--- config.mk ---
export PLATFORM = sky130hd
export DESIGN_NAME = vote_display_ctrl
export DESIGN_NICKNAME = d
export VERILOG_FILES = /design/src/rtl/vote_display_ctrl.sv
export SDC_FILE = /design/constraint.sdc
export NUM_CORES = 1
export LEC_CHECK = 0
export CAP_MARGIN = 25
export CORE_MARGIN = 10
export CORE_UTILIZATION = 44
export DETAILED_ROUTE_END_ITERATION = 16
export GPL_TIMING_DRIVEN = 0
export PLACE_DENSITY = 0.86
export SYNTH_ARGS = -nofsm -noshare
export SYNTH_HDL_FRONTEND = slang
export SYNTH_SLANG_ARGS = --single-unit
export TNS_END_PERCENT = 1
--- constraint.sdc ---
create_clock -name clk -period 3.9 [get_ports clk]
set_input_delay 0.78 -clock clk [delete_from_list [all_inputs] [get_ports clk]]
set_output_delay 0.78 -clock clk [all_outputs]
set_load 0.1 [all_outputs]
--- src/rtl/vote_display_ctrl.sv ---
// LED display controller for the N-candidate voting machine: timed flash per vote, tally display in result mode.
// Optional build macro WINNER_DISPLAY_EN: with no candidate button held in result mode, show the maximum tally.
module vote_display_ctrl #(
    parameter int NUM_CAND    = 4,
    parameter int CNT_W       = 8,
    parameter int LED_W       = 8,
    parameter int HOLD_CYCLES = 10
) (
    input  logic                      clk,
    input  logic                      reset,
    input  logic                      mode,
    input  logic                      any_valid_vote,
    input  logic [NUM_CAND-1:0]       cand_sel,
    input  logic [NUM_CAND*CNT_W-1:0] vote_counts,
    output logic [LED_W-1:0]          led,
    output logic                      busy
);

    localparam int TMR_W  = $clog2(HOLD_CYCLES + 1);
    localparam int WIDE_W = (CNT_W > LED_W) ? CNT_W : LED_W;
    localparam logic [TMR_W-1:0] HOLD_LOAD = TMR_W'(HOLD_CYCLES);
    localparam logic [TMR_W-1:0] TMR_ONE   = TMR_W'(1);

    typedef enum logic [1:0] {
        IDLE,
        FLASH,
        RESULT
    } state_t;

    state_t            state;
    logic [TMR_W-1:0]  timer;
    logic              sel_any;
    logic [CNT_W-1:0]  sel_tally;
    logic [LED_W-1:0]  result_led;

    // Zero-extend narrow tallies; saturate wide ones that do not fit the LED bank.
    function automatic logic [LED_W-1:0] fit_tally(input logic [CNT_W-1:0] tally);
        logic [WIDE_W-1:0] wide;
        wide = WIDE_W'(tally);
        if (wide > WIDE_W'({LED_W{1'b1}}))
            fit_tally = '1;
        else
            fit_tally = LED_W'(wide);
    endfunction

    // Scan downward so the lowest-index pressed button is the last one assigned.
    always_comb begin
        sel_any   = 1'b0;
        sel_tally = '0;
        for (int i = NUM_CAND - 1; i >= 0; i--) begin
            if (cand_sel[i]) begin
                sel_any   = 1'b1;
                sel_tally = vote_counts[i*CNT_W +: CNT_W];
            end
        end
    end

`ifdef WINNER_DISPLAY_EN
    logic [CNT_W-1:0] max_tally;

    // Strict compare keeps the lowest index on ties.
    always_comb begin
        max_tally = vote_counts[0 +: CNT_W];
        for (int i = 1; i < NUM_CAND; i++) begin
            if (vote_counts[i*CNT_W +: CNT_W] > max_tally)
                max_tally = vote_counts[i*CNT_W +: CNT_W];
        end
    end

    always_comb begin
        result_led = fit_tally(max_tally);
        if (sel_any)
            result_led = fit_tally(sel_tally);
    end
`else
    // Without a button the display holds; entering result mode with nothing held starts dark.
    always_comb begin
        result_led = (state == RESULT) ? led : '0;
        if (sel_any)
            result_led = fit_tally(sel_tally);
    end
`endif

    always_ff @(posedge clk) begin
        if (reset) begin
            state <= IDLE;
            timer <= '0;
            led   <= '0;
            busy  <= 1'b0;
        end else begin
            case (state)
                IDLE: begin
                    if (mode) begin
                        state <= RESULT;
                        led   <= result_led;
                        busy  <= 1'b0;
                    end else if (any_valid_vote) begin
                        state <= FLASH;
                        timer <= HOLD_LOAD;
                        led   <= '1;
                        busy  <= 1'b1;
                    end else begin
                        led   <= '0;
                        busy  <= 1'b0;
                    end
                end
                FLASH: begin
                    if (mode) begin
                        state <= RESULT;
                        timer <= '0;
                        led   <= result_led;
                        busy  <= 1'b0;
                    end else if (any_valid_vote) begin
                        timer <= HOLD_LOAD;
                        led   <= '1;
                        busy  <= 1'b1;
                    end else if (timer <= TMR_ONE) begin
                        state <= IDLE;
                        timer <= '0;
                        led   <= '0;
                        busy  <= 1'b0;
                    end else begin
                        timer <= timer - TMR_ONE;
                    end
                end
                RESULT: begin
                    busy <= 1'b0;
                    if (!mode) begin
                        state <= IDLE;
                        led   <= '0;
                    end else begin
                        led   <= result_led;
                    end
                end
                default: begin
                    state <= IDLE;
                    timer <= '0;
                    led   <= '0;
                    busy  <= 1'b0;
                end
            endcase
        end
    end

endmodule
==> summary.txt <==
Critical path
  • Worst setup EP type: primary output
  • Crit-path max cell delay: 1.16 ns
  • CP arrival: 1.84 ns
  • Crit. Startpoint: led[7]$_SDFFE_PP0P_
  • Slowest stage cell, crit path: clkdlybuf4s50_1
  • CP Depth: 1
  • FF-to-FF setup slack: 2.28 ns
  • R2R depth: 7
  • CP required: 3.12 ns
  • Largest fanout on the critical path: 3
  • Crit start category: register
  • CP endpoint: led[7]
  • Worst r2r src: timer[0]$_SDFFE_PP0P_
  • CP cell instances: clkdlybuf4s50_1
  • Crit-path leading delay family: buffers and inverters
  • Crit path buf inv count: 1
  • CP Class: reg2out
  • RR Endpoint: led[4]$_SDFFE_PP0P_

Logic synthesis
  • Mean Syn Cell Area: 8.35 sq um
  • Top-count cell post-synth: nand2_1
  • Async S/R FF share, synth: 0%
  • Net count after synthesis: 173
  • Flops & latches, synth: 15
  • Synthesized area: 1090 sq um
  • YS warnings: 0
  • Cell taking the most area after synthesis: dfxtp_1
  • Most frequent cells after synthesis: nand2_1, dfxtp_1, a21oi_1
  • Dominant synthesized flop cell: dfxtp_1
  • Number of synthesized flops with an enable pin: 0
  • Yosys cell types: 39
  • Top post-synthesis cells by area: dfxtp_1, a311oi_2, nand2_1
  • Synth top area share: 27.5%
  • Synthesized instance count: 131
  • Post-synthesis sequential area ratio: 27.5%

STA
  • Final slew viol count: 0
  • Final Critical Period: 2.62 ns
  • Max Clock Skew: 0.00583 ns
  • Final hold violation count: 0
  • Worst Setup Slack, final: 1.28 ns
  • Fmax: 0.382 GHz
  • Setup repair after global routing missed its margin: false
  • Setup TNS: 0 ns
  • Worst-Margin Slew: 1.00 ns
  • # setup viols final: 0
  • Final period utilization: 67.2%
  • Relative slew slack: 33.0%

CTS
  • Htree depth: 1
  • # resized after CTS: 0
  • TritonCTS clock tree: done
  • Clk buf depth: 2
  • Clock Latency Late Sink: 0.28 ns
  • CTS root buf: clkbuf_4
  • # clock sinks: 15
  • Clock-pin slew of the registers on the worst-case setup and hold paths: 0.09 ns
  • Post-CTS Setup Inserts: 0
  • Hold buffers post-CTS: 0
  • Num CTS Buffers: 3

Job
  • Max cap viols: 0

Power and ir drop
  • Sequential share of power: 38.9%
  • PwrDens: 271 nW/um^2
  • Switching power: 0.000162 W
  • LEAKAGE: 0.657 nW
  • Power share of the combinational group: 41.4%
  • Proportion of power drawn by the clock network: 19.7%
  • Int Power: 0.000280 W
  • Sw Share: 36.6%
  • VDD IR max: 0.168 mV

Placed design
  • Final HPWL DP: 2760 microns
  • Pre-CTS worst setup slack: 1.53 ns
  • Routability cong.: 0.711
  • PortBufs: 47

Cells and area
  • ANT cells: 0
  • Final #Nets: 225
  • Post-layout util: 67.0%
  • Fraction of layout cells with a size suffix above 1: 13.7%
  • Synth-to-layout area growth: 49.0%
  • Fillers: 198

Floorplan
  • Die area: 4880 sq um
  • Die Ht: 69.9 microns
  • Ports: 49
  • Starting Density: 45.0%
  • Die Wd: 69.9 microns
  • Total core area: 2430 sq um
  • Cell row count: 18

GRT
  • Initial antenna violation count: 0
  • Vias in the first global route: 1,343
  • Congestion Overflow GR: 0
  • Pin count of the biggest net entering global routing: 11
  • Gr usage total: 13.5%
  • First-pass GRT wire length: 5810 microns

Worst hold path
  • Hold Path Class: reg2reg

Detailed routing
  • Vias: 1,208
  • Drt first pass iters: 4
  • WL/cell: 15.4 microns
  • Routed Wire Length: 3270 microns
  • Detail Route Antenna Nets: 0
  • # DRC: 0
  • DR vias/cell: 5.70
  • Drt first-iter violations: 82

Run status
  • Status: completed
-- worst min path at each step --
| stage | startpoint | end | slack, ns | depth (start not counted) |
|---|---|---|---|---|
| after floorplan | timer[0]$_SDFFE_PP0P_ | timer[0]$_SDFFE_PP0P_ | 0.48 | 2 |
| after global placement | busy$_SDFFE_PP0P_ | busy$_SDFFE_PP0P_ | 0.44 | 2 |
| after detailed placement | busy$_SDFFE_PP0P_ | busy$_SDFFE_PP0P_ | 0.46 | 2 |
| after CTS | busy$_SDFFE_PP0P_ | busy$_SDFFE_PP0P_ | 0.47 | 2 |
| after global routing | busy$_SDFFE_PP0P_ | busy$_SDFFE_PP0P_ | 0.50 | 2 |
| final | busy$_SDFFE_PP0P_ | busy$_SDFFE_PP0P_ | 0.47 | 2 |
-- cell type report --
| class | instances | area (sq um) | area share [%] |
|---|---|---|---|
| Buffer | 10 | 55.1 | 3.38 |
| Clock buffer | 3 | 22.5 | 1.38 |
| Clock inverter | 1 | 5.00 | 0.307 |
| Inverter | 11 | 41.3 | 2.53 |
| Multi-Input combinational cell | 95 | 697 | 42.8 |
| Sequential cell | 15 | 300 | 18.4 |
| Tap cell | 30 | 37.5 | 2.30 |
| Timing Repair Buffer | 47 | 470 | 28.9 |
-- power by group through the flow --
stage	Sequential, W	Clock (W)	Combinational, W
after floorplan	0.000228	0	0.0000607
after global placement	0.000175	0	0.000180
after detailed placement	0.000175	0	0.000183
after CTS	0.000172	0.0000876	0.000184
after global routing	0.000173	0.0000961	0.000195
final	0.000172	0.0000869	0.000183
-- metal layers --
layer	track usage, %	vias to the layer above	wire [microns]
li1	-	588	-
met1	14.4	565	1310
met2	22.3	51	1510
met3	8.05	4	425
met4	2.85	0	23
met5	0	-	0
-- sequential cells by signal, indices dropped and copies added (netlist names) --
signal	flops
led	8
timer	4
state	2
busy	1
-- logic make-up after synthesis --
group / Yosys count / share of synthesized area [%]
DFF: 15 / 27.5
and+or+nand+nor: 43 / 21.5
adders and majority gates: 2 / 2.29
AOI/OAI and AO/OA: 50 / 39.9
buffers and inverters: 21 / 8.81
-- cell usage in the layout, fill, tap and decap left out, types with 2 or more instances in the layout --
cell type	synthesis	final
a21bo_2	2	2
a211o_1	5	5
clkbuf_4	0	3
buf_4	3	3
nor3_1	2	2
a22o_1	5	5
a221oi_1	2	2
inv_1	11	11
nor2b_1	5	5
nand2_1	17	17
clkdlybuf4s50_1	0	47
clkbuf_1	2	2
a311oi_2	5	5
ha_1	2	2
buf_2	5	5
o2bb2ai_1	2	2
a21oi_1	12	12
a22oi_1	5	5
dfxtp_1	15	15
nor2_1	6	6
nand2b_1	4	4
o311ai_0	2	2
-- per-stage QoR --
step                std cells  hold WS, ns  instance area [sq um]  power (W)
detailed placement        208        0.460                   1600   0.000358
floorplan                 131        0.482                   1090   0.000289
finish                    212        0.465                   1630   0.000442
global route              212        0.505                   1630   0.000464
global placement          208        0.444                   1600   0.000354
CTS                       212        0.473                   1630   0.000443
Power figures use the tool's default switching activity.
